--- config.mk ---
export PLATFORM = sky130hd
export DESIGN_NAME = wall_size_div
export DESIGN_NICKNAME = d
export VERILOG_FILES = /design/src/rtl/wall_size_div_pkg.sv /design/src/rtl/wall_size_div_serial_udiv.sv /design/src/rtl/wall_size_div.sv
export SDC_FILE = /design/constraint.sdc
export NUM_CORES = 1
export LEC_CHECK = 0
export CAP_MARGIN = 20
export CORE_MARGIN = 1
export CORE_UTILIZATION = 40
export CTS_BUF_LIST = sky130_fd_sc_hd__clkbuf_8
export DETAILED_ROUTE_END_ITERATION = 7
export SLEW_MARGIN = 20
export SYNTH_ARGS = -nofsm -noshare
export SYNTH_HDL_FRONTEND = slang
export SYNTH_SLANG_ARGS = --single-unit
--- constraint.sdc ---
create_clock -name clk -period 4.7 [get_ports clk]
set_input_delay 0.705 -clock clk [delete_from_list [all_inputs] [get_ports clk]]
set_output_delay 0.705 -clock clk [all_outputs]
set_load 0.1 [all_outputs]
--- src/rtl/wall_size_div_pkg.sv ---
// Shared constants and state type for the wall-size divider and its serial divide core.
package wall_size_div_pkg;

    localparam int DIST_W    = 16;
    localparam int SIZE_W    = 11;
    localparam int NUM_W     = 20;
    localparam int SCALE_NUM = 524288;
    localparam int SIZE_MAX  = (1 << SIZE_W) - 1;
    localparam int CNT_W     = $clog2(NUM_W + 1);

    localparam int H_VIEW    = 640;
    localparam int HALF_SIZE = 320;

    typedef enum logic [1:0] {
        ST_IDLE = 2'd0,
        ST_DIV  = 2'd1,
        ST_DONE = 2'd2
    } state_e;

endpackage

--- src/rtl/wall_size_div_serial_udiv.sv ---
// Serial restoring unsigned divider: one quotient bit per cycle, MSB first, NUM_W cycles.
module serial_udiv
    import wall_size_div_pkg::*;
(
    input  logic              clk,
    input  logic              reset,
    input  logic              start_i,
    input  logic [NUM_W-1:0]  dividend_i,
    input  logic [DIST_W-1:0] divisor_i,
    output logic              busy_o,
    output logic              done_o,
    output logic [NUM_W-1:0]  quotient_o
);

    logic              busy_q, busy_d;
    logic [CNT_W-1:0]  cnt_q, cnt_d;
    logic [DIST_W:0]   rem_q, rem_d;
    logic [NUM_W-1:0]  quot_q, quot_d;
    logic [NUM_W-1:0]  dvd_q, dvd_d;
    logic [DIST_W-1:0] dsr_q, dsr_d;
    logic [DIST_W:0]   trial;
    logic              fits;

    // Remainder stays below the divisor, so its top bit is always zero before the shift.
    assign trial = {rem_q[DIST_W-1:0], dvd_q[NUM_W-1]};
    assign fits  = trial >= {1'b0, dsr_q};

    always_comb begin
        busy_d = busy_q;
        cnt_d  = cnt_q;
        rem_d  = rem_q;
        quot_d = quot_q;
        dvd_d  = dvd_q;
        dsr_d  = dsr_q;
        if (start_i) begin
            busy_d = 1'b1;
            cnt_d  = CNT_W'(NUM_W);
            rem_d  = '0;
            quot_d = '0;
            dvd_d  = dividend_i;
            dsr_d  = divisor_i;
        end else if (busy_q) begin
            rem_d  = fits ? (trial - {1'b0, dsr_q}) : trial;
            quot_d = {quot_q[NUM_W-2:0], fits};
            dvd_d  = {dvd_q[NUM_W-2:0], 1'b0};
            cnt_d  = cnt_q - CNT_W'(1);
            if (cnt_q == CNT_W'(1)) begin
                busy_d = 1'b0;
            end
        end
    end

    always_ff @(posedge clk or posedge reset) begin
        if (reset) begin
            busy_q <= 1'b0;
            cnt_q  <= '0;
            rem_q  <= '0;
            quot_q <= '0;
            dvd_q  <= '0;
            dsr_q  <= '0;
        end else begin
            busy_q <= busy_d;
            cnt_q  <= cnt_d;
            rem_q  <= rem_d;
            quot_q <= quot_d;
            dvd_q  <= dvd_d;
            dsr_q  <= dsr_d;
        end
    end

    assign busy_o     = busy_q;
    assign done_o     = busy_q && (cnt_q == CNT_W'(1));
    assign quotient_o = quot_q;

endmodule

--- src/rtl/wall_size_div.sv ---
// Distance-to-wall-size converter: divides, saturates, buffers one result and commits it on row_start.
//   state   | meaning
//   IDLE    | waiting for a distance (ready only when nothing is pending)
//   DIV     | serial divide in progress
//   DONE    | saturate quotient into the pending buffer
module wall_size_div
    import wall_size_div_pkg::*;
(
    input  logic              clk,
    input  logic              reset,
    input  logic              in_valid,
    output logic              in_ready,
    input  logic [DIST_W-1:0] in_dist,
    input  logic              in_side,
    input  logic              row_start,
    output logic [SIZE_W-1:0] size,
    output logic              side,
    output logic              stale
);

    localparam logic [NUM_W-1:0]  DIVIDEND = NUM_W'(SCALE_NUM);
    localparam logic [NUM_W-1:0]  SAT_Q    = NUM_W'(SIZE_MAX);
    localparam logic [SIZE_W-1:0] SAT_SIZE = SIZE_W'(SIZE_MAX);

    state_e            state_q, state_d;
    logic              lat_side_q, lat_side_d;
    logic              div0_q, div0_d;
    logic [SIZE_W-1:0] pend_size_q, pend_size_d;
    logic              pend_side_q, pend_side_d;
    logic              pend_valid_q, pend_valid_d;
    logic [SIZE_W-1:0] size_q, size_d;
    logic              side_q, side_d;
    logic              stale_q, stale_d;

    logic              accept;
    logic              div_start;
    logic              div_busy;
    logic              div_done;
    logic [NUM_W-1:0]  div_quot;

    assign in_ready  = (state_q == ST_IDLE) && !pend_valid_q && !div_busy;
    assign accept    = in_valid && in_ready;
    assign div_start = accept && (in_dist != '0);

    serial_udiv u_udiv (
        .clk        (clk),
        .reset      (reset),
        .start_i    (div_start),
        .dividend_i (DIVIDEND),
        .divisor_i  (in_dist),
        .busy_o     (div_busy),
        .done_o     (div_done),
        .quotient_o (div_quot)
    );

    always_comb begin
        state_d      = state_q;
        lat_side_d   = lat_side_q;
        div0_d       = div0_q;
        pend_size_d  = pend_size_q;
        pend_side_d  = pend_side_q;
        pend_valid_d = pend_valid_q;
        size_d       = size_q;
        side_d       = side_q;
        stale_d      = stale_q;

        case (state_q)
            ST_IDLE: begin
                if (accept) begin
                    lat_side_d = in_side;
                    div0_d     = (in_dist == '0);
                    state_d    = (in_dist == '0) ? ST_DONE : ST_DIV;
                end
            end
            ST_DIV: begin
                if (div_done) begin
                    state_d = ST_DONE;
                end
            end
            ST_DONE: begin
                if (div0_q || (div_quot > SAT_Q)) begin
                    pend_size_d = SAT_SIZE;
                end else begin
                    pend_size_d = div_quot[SIZE_W-1:0];
                end
                pend_side_d  = lat_side_q;
                pend_valid_d = 1'b1;
                state_d      = ST_IDLE;
            end
            default: state_d = ST_IDLE;
        endcase

        // DONE only runs while nothing is pending, so this never collides with the set above.
        if (row_start) begin
            if (pend_valid_q) begin
                size_d       = pend_size_q;
                side_d       = pend_side_q;
                pend_valid_d = 1'b0;
                stale_d      = 1'b0;
            end else begin
                stale_d = 1'b1;
            end
        end
    end

    always_ff @(posedge clk or posedge reset) begin
        if (reset) begin
            state_q      <= ST_IDLE;
            lat_side_q   <= 1'b0;
            div0_q       <= 1'b0;
            pend_size_q  <= '0;
            pend_side_q  <= 1'b0;
            pend_valid_q <= 1'b0;
            size_q       <= '0;
            side_q       <= 1'b0;
            stale_q      <= 1'b0;
        end else begin
            state_q      <= state_d;
            lat_side_q   <= lat_side_d;
            div0_q       <= div0_d;
            pend_size_q  <= pend_size_d;
            pend_side_q  <= pend_side_d;
            pend_valid_q <= pend_valid_d;
            size_q       <= size_d;
            side_q       <= side_d;
            stale_q      <= stale_d;
        end
    end

    assign size  = size_q;
    assign side  = side_q;
    assign stale = stale_q;

endmodule

**After elaboration in Yosys (flattened, before gate mapping)**

Index checks and enable logic that the tools add are counted.

- Register bits after elaboration: 108
- Bits of input ports: 21
- Output and inout bits: 14
- Logic and storage cells: 60

- Add/sub/neg operators: 2
- $lt $le $gt $ge: 2
- Equal/unequal tests: 5
- Multiplexer cells: 21
- Reduce and logical (&&, ||, !) cells: 15

Operators by type and width:

| cell | number |
|---|---|
| $mux W20 | 4 |
| $mux W16 | 3 |
| $gt A20 B11 Y1 const B | 1 |
| $ge A17 B16 Y1 | 1 |
| $logic_not A16 Y1 | 1 |
| $reduce_bool A16 Y1 | 1 |
| $sub A16 B16 Y16 | 1 |
| $mux W11 | 1 |
| $mux W5 | 2 |
| $mux W1 | 7 |
| $mux W2 | 3 |
| $reduce_and A2 Y1 | 3 |
| $eq A5 B1 Y1 const B | 1 |
| $logic_and A1 B1 Y1 | 5 |
| $sub A5 B1 Y5 const B | 1 |
| $ne A2 B2 Y1 const B | 2 |
| $pmux W2 S2 | 1 |
| $eq A2 B1 Y1 const B | 1 |
| $eq A2 B2 Y1 const B | 1 |
| $logic_not A1 Y1 | 2 |
| $logic_not A2 Y1 | 1 |
| $reduce_bool A2 Y1 | 1 |
| $logic_or A1 B1 Y1 | 1 |

**Longest topological paths before layout**

Gate-level depths: netlist of run 1.

- Depth in word-level cells: 6
- Gate-level depth with buffers: 11
- Gate-level depth less buffers: 10

**By module**

A second synthesis of run 1 with hierarchy kept.

- Cell total of the unflattened synthesis: 518
- Area, all modules: 5480.3 um2

Modules (own cells, without submodules):

| module | times used | cells an instance | area each (um2) | seq. area each (um2) |
|---|---|---|---|---|
| serial_udiv | 1 | 436 | 4287.9 | 1951.9 |
| wall_size_div | 1 | 82 | 1192.4 | 750.7 |

**Worst setup path before layout of run 1**

Ideal clock, no wire load.

- Path kind: register -> register
- From: register state_q[1]
- To: register u_udiv.quot_q[1], in the netlist u_udiv.quotient_o[1]
- Library setup time: 121 ps
- Data arrival time: 4929 ps
- Data required time: 4579 ps
- Path slack: -350 ps
- Stages on the path, launching flop included: 9
- Buffers on the path: 3
- Clock period less this slack: 5050 ps
- Path through: dfrtp_1 nor4_1 nand2_1 nor2b_1 buf_2 nor2_1 clkbuf_1 buf_1 a22o_1

- Cells in the longest elaborated chain, start to end: 6
- Elaborated cells between the ends (all ways): 7
- Classes of those cells: mux: 1; reduce/logical: 6

RTL lines:

| what | line | text |
|---|---|---|
| from (decl) | wall_size_div.sv:25 | `state_e state_q, state_d;` |
| from (signal assigned) | wall_size_div.sv:118 | `state_q <= state_d;` |
| $logic_not A2 Y1 * | wall_size_div.sv:41 | `assign in_ready = (state_q == ST_IDLE) && !pend_valid_q && !div_busy;` |
| $logic_and A1 B1 Y1 * (2 in a row) | wall_size_div.sv:41 |  |
| via in_ready | wall_size_div.sv:12 | `output logic in_ready,` |
| $logic_and A1 B1 Y1 * | wall_size_div.sv:42 | `assign accept = in_valid && in_ready;` |
| $logic_and A1 B1 Y1 * | wall_size_div.sv:43 | `assign div_start = accept && (in_dist != '0);` |
| $mux W20 or $reduce_bool A2 Y1 (tied branches) | - |  |
| to (signal assigned) | wall_size_div_serial_udiv.sv:65 | `quot_q <= quot_d;` |
| to (decl) | wall_size_div_serial_udiv.sv:18 | `logic [NUM_W-1:0] quot_q, quot_d;` |

The timed path passes the listed nets; every way through them passes the cells marked *.
A chain may end at the register's enable or synchronous reset.

**Worst setup path in the final report of run 1**

- From: register state_q[0]
- To: output port in_ready

- Cells in the longest elaborated chain, start to end: 3

RTL lines:

| what | line |
|---|---|
| $logic_not A2 Y1 | wall_size_div.sv:41 |
| $logic_and A1 B1 Y1 (2 in a row) | wall_size_div.sv:41 |
| to (decl) | wall_size_div.sv:12 |

No other way between the ends.

==> flow_metrics.tcl, run 1 <==
set metrics [dict create \
    setup_viol_count_final 0 \
    vias_per_cell 5.484 \
    cp-endpoint "in_ready" \
    clock.fmax_mhz 317.4 \
    cellLeakagePower_nw 2.187 \
    floorplan.rows 37 \
    synth_async_sr_flop_share_pct 100.0 \
    crit_required_ns 3.99 \
    synthDominantCellAreaShare_pct 52.26 \
    timing.final.crit_share_pct 67.02 \
    worst_setup_path_startpoint "state_q[0]$_DFFE_PP0P_" \
    mappedNetlistArea_um2 4262 \
    cap_violations 0 \
    synth.net_count 443 \
    crit_path_cell_trace "nor4_2 > clkdlybuf4s50_1" \
    post-dp-hpwl_um 5983 \
    worstReg2RegStart "u_udiv.rem_q[3]$_DFFE_PP0P_" \
    numPlacedInstances 556 \
    floorplan.initialDensity_pct 41.28 \
    cp_slowest_stage_delay_ns 1.21 \
    combinational_family_with_the_most_area_after_synthesis "compound AO/OA/AOI/OAI gates" \
    routed_wl_um 8795 \
    clk_pin_slew_ns 0.10 \
    irDropWorstVdd_mv 0.3768 \
    drt.antenna.violating_nets 0 \
    timing.final.crit_period_ns 3.150 \
    ys_types 43 \
    synth_most_common_cell "dfrtp_1" \
    final-max-slew-violation-count 0 \
    postSynthAreaPerCell_um2 10.57 \
    timing.critical_path.buf_inv 1 \
    design.core.area_um2 10320 \
    finish.utilization_pct 47.86 \
    cts_tree "done" \
    post_cts_hold_buffer_count 0 \
    setup_total_negative_slack_ns 0 \
    ratio_of_cells_with_drive_above_1_in_the_final_layout_pct 9.404 \
    final_hold_viol_count 0 \
    synth_top_cells_by_area "dfrtp_1 52%, ha_1 5.3%, o21ai_0 4.3%" \
    cts.root.buffer_cell "clkbuf_8" \
    power-per-cell-area_nw_per_um2 780.2 \
    numCtsBuffers 9 \
    cts_max_level 3 \
    cell_area_after_placement_um2 4731 \
    cpLargestDelayFamily "buffers and inverters" \
    postSynthRegisterBits 89 \
    clk_path_buf_depth 2 \
    drt_iter0_markers 148 \
    critPathCaptureType "output port" \
    area.growth.synth_to_final_pct 15.94 \
    port_buffers 34 \
    register_area_share_after_synthesis_pct 52.26 \
    grt_first_pass_wirelength_um 15210 \
    hold_path_class "flip-flop to flip-flop" \
    synth_commonest_cells "89 x dfrtp_1, 44 x nand2_1, 37 x o21ai_0, 24 x inv_1, 19 x a22o_1" \
    crit_type "flip-flop to output port" \
    finalNetCount 471 \
    routabilityCongestion 0.8087 \
    die-height_um 105.2 \
    post_layout_nonfiller_instances 572 \
    numClockSinks 89 \
    worstRegToRegCells 8 \
    yosys_most_used_dff "dfrtp_1" \
    synth_enable_flop_cells 0 \
    globalRouteTotalUtil_pct 17.35 \
    antennaDiodeCount 0 \
    post_synth_mux_area_share_pct 5.109 \
    slew_headroom_pct 35.49 \
    route.detailed.drc 0 \
    critical-path-slowest-cell "clkdlybuf4s50_1" \
    post_cts_resize_count 0 \
    floorplan.die.width_um 105.2 \
    n_fill_cell 944 \
    outcome "finished, final reports clean" \
    post-cts-setup-buffer-count 0 \
    drt_first_pass_iters 4 \
    grt_remaining_overflow 0 \
    worst_skew_pair.late_latency_ns 0.37 \
    complex_gate_fraction_of_the_synthesized_area_pct 17.76 \
    synth_area_leader_cell "dfrtp_1" \
    synthXorXnorAreaFrac_pct 3.083 \
    worst_clock_skew_ns 0.01117 \
    grt_antenna_before_repair 0 \
    whs_ns 0.5019 \
    critical_path.startpoint_type "flip-flop" \
    critPathMaxFanout 5 \
    rsz0062_at_grt "no" \
    wl_per_cell_um 15.38 \
    rr_endpoint "u_udiv.rem_q[14]$_DFFE_PP0P_" \
    synthSimpleGateAreaFrac_pct 11.80 \
    timing.critical_path.depth 2 \
    ff2ff_setup_slack_ns 1.67 \
    ys.warnings.count 0 \
    pin_count_of_the_biggest_net_entering_global_routing 59 \
    design_area_um2 4941 \
    fp.dieArea_um2 11070 \
    first_global_vias 3064 \
    critPathArrivalTime_ns 2.45 \
    slew_of_the_pin_with_the_lowest_slew_margin_ns 0.9647 \
    routed-via-count 3137 \
    synthCells 403 \
    ios 35 \
    synth_fa_ha_area_share_pct 5.755 \
]
## routing by layer
layer | vias up | track usage [%] | wire, µm | share of wire (%)
met5 | - | 0 | 0 | 0
met4 | 0 | 5.634 | 132 | 1.5
met3 | 14 | 3.216 | 305 | 3.5
met2 | 64 | 26.50 | 3958 | 45
met1 | 1543 | 24.86 | 4399 | 50
li1 | 1516 | - | - | -
## area by class of cell
cell class / instances / area, µm² / share of cell area (%)
flip-flops and latches: 89 / 2227 / 45.07
inverters: 24 / 92.59 / 1.874
multi-input cells: 269 / 1879 / 38.03
well taps: 136 / 170.2 / 3.444
clock buffers: 9 / 123.9 / 2.507
repair buffers: 38 / 374.1 / 7.572
clock inverters: 7 / 73.82 / 1.494
## worst min path at each step
stage | start | endpoint | depth (start not counted)
final | div0_q$_DFFE_PP0P_ | div0_q$_DFFE_PP0P_ | 1
after global routing | div0_q$_DFFE_PP0P_ | div0_q$_DFFE_PP0P_ | 1
after CTS | state_q[1]$_DFFE_PP0P_ | state_q[1]$_DFFE_PP0P_ | 1
after detailed placement | div0_q$_DFFE_PP0P_ | div0_q$_DFFE_PP0P_ | 1
after global placement | state_q[1]$_DFFE_PP0P_ | state_q[1]$_DFFE_PP0P_ | 1
after floorplan | div0_q$_DFFE_PP0P_ | div0_q$_DFFE_PP0P_ | 1
## per-stage QoR
stage | worst slack, ns | total power [mW]
after global placement | 1.418 | 3.277
after global routing | 1.480 | 4.142
final | 1.550 | 3.855
after CTS | 1.426 | 3.864
after floorplan | 1.057 | 2.875
after detailed placement | 1.444 | 3.329
## registers in the layout, summed over array words and instances (netlist names)
name and cells:
state_q 2, u_udiv.dvd_q 1, size 11, lat_side_q 1, u_udiv.dsr_q 16, u_udiv.rem_q 16, pend_valid_q 1, u_udiv.quotient_o 20
stale 1, pend_side_q 1, div0_q 1, u_udiv.busy_o 1, side 1, u_udiv.cnt_q 5, pend_size_q 11
## cells by family (layout without fill, tap and decap cells)
group | after synthesis | count (layout)
flip-flops | 89 | 89
buffers and inverters | 45 | 78
XOR/XNOR | 15 | 15
multiplexers | 20 | 20
AO/OA/AOI/OAI | 110 | 110
AND/OR/NAND/NOR | 105 | 105
adder cells (fa/ha/maj) | 19 | 19
## power breakdown
group | switching (mW) | internal (mW) | total (mW)
Sequential | 0.170 | 1.06 | 1.23
Combinational | 1.33 | 0.764 | 2.10
Clock | 0.319 | 0.208 | 0.527
## layout by cell type (no fill, tap or decap), types with 5 or more instances in the layout
cell             netlist  routed
dfrtp_1               89      89
clkdlybuf4s50_1        0      34
mux2i_1                6       6
xor2_1                 6       6
xnor2_1                9       9
a31oi_1                6       6
clkbuf_8               0       9
o22a_1                11      11
nor4_1                 9       8
a21oi_1               10      10
nand3_1               11      11
inv_1                 24      23
a21o_1                 5       5
o21ai_0               37      37
nor2_1                13      12
nand2_1               44      44
mux2_2                14      14
nor3_1                 7       7
ha_1                  18      18
a22o_1                19      19
Note: power is estimated with default switching activity, not from simulation.
==> inputs of run 2 (changes only) <==
==> constraint.sdc (replaced) <==
create_clock -name clk -period 2.9 [get_ports clk]
set_input_delay 0.435 -clock clk [delete_from_list [all_inputs] [get_ports clk]]
set_output_delay 0.435 -clock clk [all_outputs]
set_load 0.1 [all_outputs]
==> flow_metrics.tcl, run 2 (synthesis gave the netlist of run 1 again) <==
set metrics [dict create \
    layout.cells.most_common "dfrtp_1" \
    area.growth.synth_to_final_pct 17.35 \
    critPathArrivalTime_ns 2.97 \
    critical_path.startpoint_type "flip-flop" \
    clk_path_buf_depth 2 \
    drt_iter0_markers 161 \
    worst_skew_pair.late_latency_ns 0.38 \
    cts_max_level 3 \
    routabilityCongestion 0.8566 \
    final-max-slew-violation-count 0 \
    clk_pin_slew_ns 0.10 \
    first_global_vias 3084 \
    timing.final.crit_share_pct 93.24 \
    max_ffs_per_register 20 \
    floorplan.initialDensity_pct 41.28 \
    vias_per_cell 5.436 \
    antennaDiodeCount 0 \
    cap_violations 0 \
    cts_tree "done" \
    crit_path_cell_trace "ha_1 > fa_1 > nor2b_1 > o2111ai_1 > a31oi_2 > o21ai_0 > and3_1 > or4_1 > a32o_1" \
    wl_per_cell_um 15.25 \
    slew_headroom_pct 56.91 \
    outcome "finished, final reports clean" \
    ratio_of_cells_with_drive_above_1_in_the_final_layout_pct 14.57 \
    post_cts_hold_buffer_count 0 \
    numCtsBuffers 9 \
    cell_area_after_placement_um2 4786 \
    pin_count_of_the_biggest_net_entering_global_routing 39 \
    timing.final.crit_period_ns 2.704 \
    clock.fmax_mhz 369.8 \
    setup_total_negative_slack_ns 0 \
    post-cts-setup-buffer-count 0 \
    cts.root.buffer_cell "clkbuf_8" \
    finish.utilization_pct 48.44 \
    die-height_um 105.2 \
    worst_clock_skew_ns 0.01534 \
    design.core.area_um2 10320 \
    slew_of_the_pin_with_the_lowest_slew_margin_ns 0.6457 \
    cpLargestDelayFamily "simple AND/OR/NAND/NOR gates" \
    route.detailed.drc 0 \
    cellLeakagePower_nw 2.257 \
    numClockSinks 89 \
    post-dp-hpwl_um 6220 \
    irDropWorstVdd_mv 0.7119 \
    rr_endpoint "u_udiv.rem_q[14]$_DFFE_PP0P_" \
    cp_slowest_stage_delay_ns 0.46 \
    critPathCaptureType "flip-flop" \
    setup_viol_count_final 0 \
    timing.critical_path.buf_inv 0 \
    grt_antenna_before_repair 0 \
    fp.dieArea_um2 11070 \
    crit_required_ns 3.17 \
    finalNetCount 481 \
    crit_type "flip-flop to flip-flop" \
    worstReg2RegStart "u_udiv.dsr_q[0]$_DFFE_PP0P_" \
    hold_path_class "primary input to asynchronous set/reset pin" \
    design_area_um2 5001 \
    grt_remaining_overflow 0 \
    whs_ns 0.2971 \
    routed_wl_um 8876 \
    numPlacedInstances 566 \
    rsz0062_at_grt "no" \
    post_layout_nonfiller_instances 582 \
    post_cts_resize_count 0 \
    globalRouteTotalUtil_pct 17.88 \
    port_buffers 34 \
    drt.antenna.violating_nets 0 \
    power-per-cell-area_nw_per_um2 1266 \
    worstRegToRegCells 9 \
    ff2ff_setup_slack_ns 0.20 \
    drt_first_pass_iters 4 \
    floorplan.die.width_um 105.2 \
    routed-via-count 3164 \
    grt_first_pass_wirelength_um 15500 \
    layout_common_cells "89 x dfrtp_1, 44 x nand2_1, 37 x o21ai_0, 27 x buf_4, 23 x inv_1" \
    floorplan.rows 37 \
    ios 35 \
    final_hold_viol_count 0 \
    critPathMaxFanout 3 \
    critical-path-slowest-cell "or4_1" \
]
-- run 2: cell types whose count changed in the layout (fill, tap and decap cells not counted), sizes merged --
cell,previous run,this run
bufinv,0,1
clkinvlp,2,1
buf,4,28
inv,27,26
clkdlybuf4s50,34,20
clkinv,2,3
-- run 2: cell type report --
class                           count  area [µm²]
Clock buffer                        9       123.9
Multi-Input combinational cell    269        1881
Sequential cell                    89        2227
Fill cell                         969        5323
Timing Repair Buffer               48       422.9
Inverter                           24       91.34
Clock inverter                      7       85.08
Tap cell                          136       170.2
-- run 2: worst register-to-register path, cell delays in order, from the launching register on --
cell and delay [ns]:
dfrtp_1 0.40, ha_1 0.23, fa_1 0.41, nor2b_1 0.17, o2111ai_1 0.18, a31oi_2 0.21
o21ai_0 0.15, and3_1 0.19, or4_1 0.46, a32o_1 0.21
-- run 2: layer usage --
metal  vias up  global-route usage [%]  share of wire, %
met5         -                       0                 0
met4         0                   7.243               1.7
met3        10                   3.154               2.5
met2        51                   27.49                44
met1      1568                   25.03                52
li1       1535                       -                 -
-- run 2: worst max path at each step --
stage	start	endpoint	slack [ns]	cells after the start
after floorplan	state_q[0]$_DFFE_PP0P_	u_udiv.quotient_o[1]$_DFFE_PP0P_	0.02	8
after global routing	u_udiv.dsr_q[0]$_DFFE_PP0P_	u_udiv.rem_q[14]$_DFFE_PP0P_	0.04	9
after detailed placement	u_udiv.dsr_q[0]$_DFFE_PP0P_	u_udiv.rem_q[14]$_DFFE_PP0P_	0.18	9
after CTS	u_udiv.dsr_q[0]$_DFFE_PP0P_	u_udiv.rem_q[14]$_DFFE_PP0P_	0.16	9
after global placement	u_udiv.dsr_q[0]$_DFFE_PP0P_	u_udiv.rem_q[14]$_DFFE_PP0P_	0.22	9
final	u_udiv.dsr_q[0]$_DFFE_PP0P_	u_udiv.rem_q[14]$_DFFE_PP0P_	0.20	9
-- run 2: report_power, final --
part / internal [mW] / switching (mW) / total, mW
logic: 1.27 / 2.15 / 3.43
registers: 1.72 / 0.279 / 2.00
clock network: 0.413 / 0.490 / 0.902
-- run 2: per-stage QoR --
step / total power, mW / worst slack, ns
finish: 6.330 / 0.1960
floorplan: 4.673 / 0.01503
CTS: 6.384 / 0.1567
detailed placement: 5.454 / 0.1850
global route: 6.808 / 0.03972
global placement: 5.405 / 0.2246
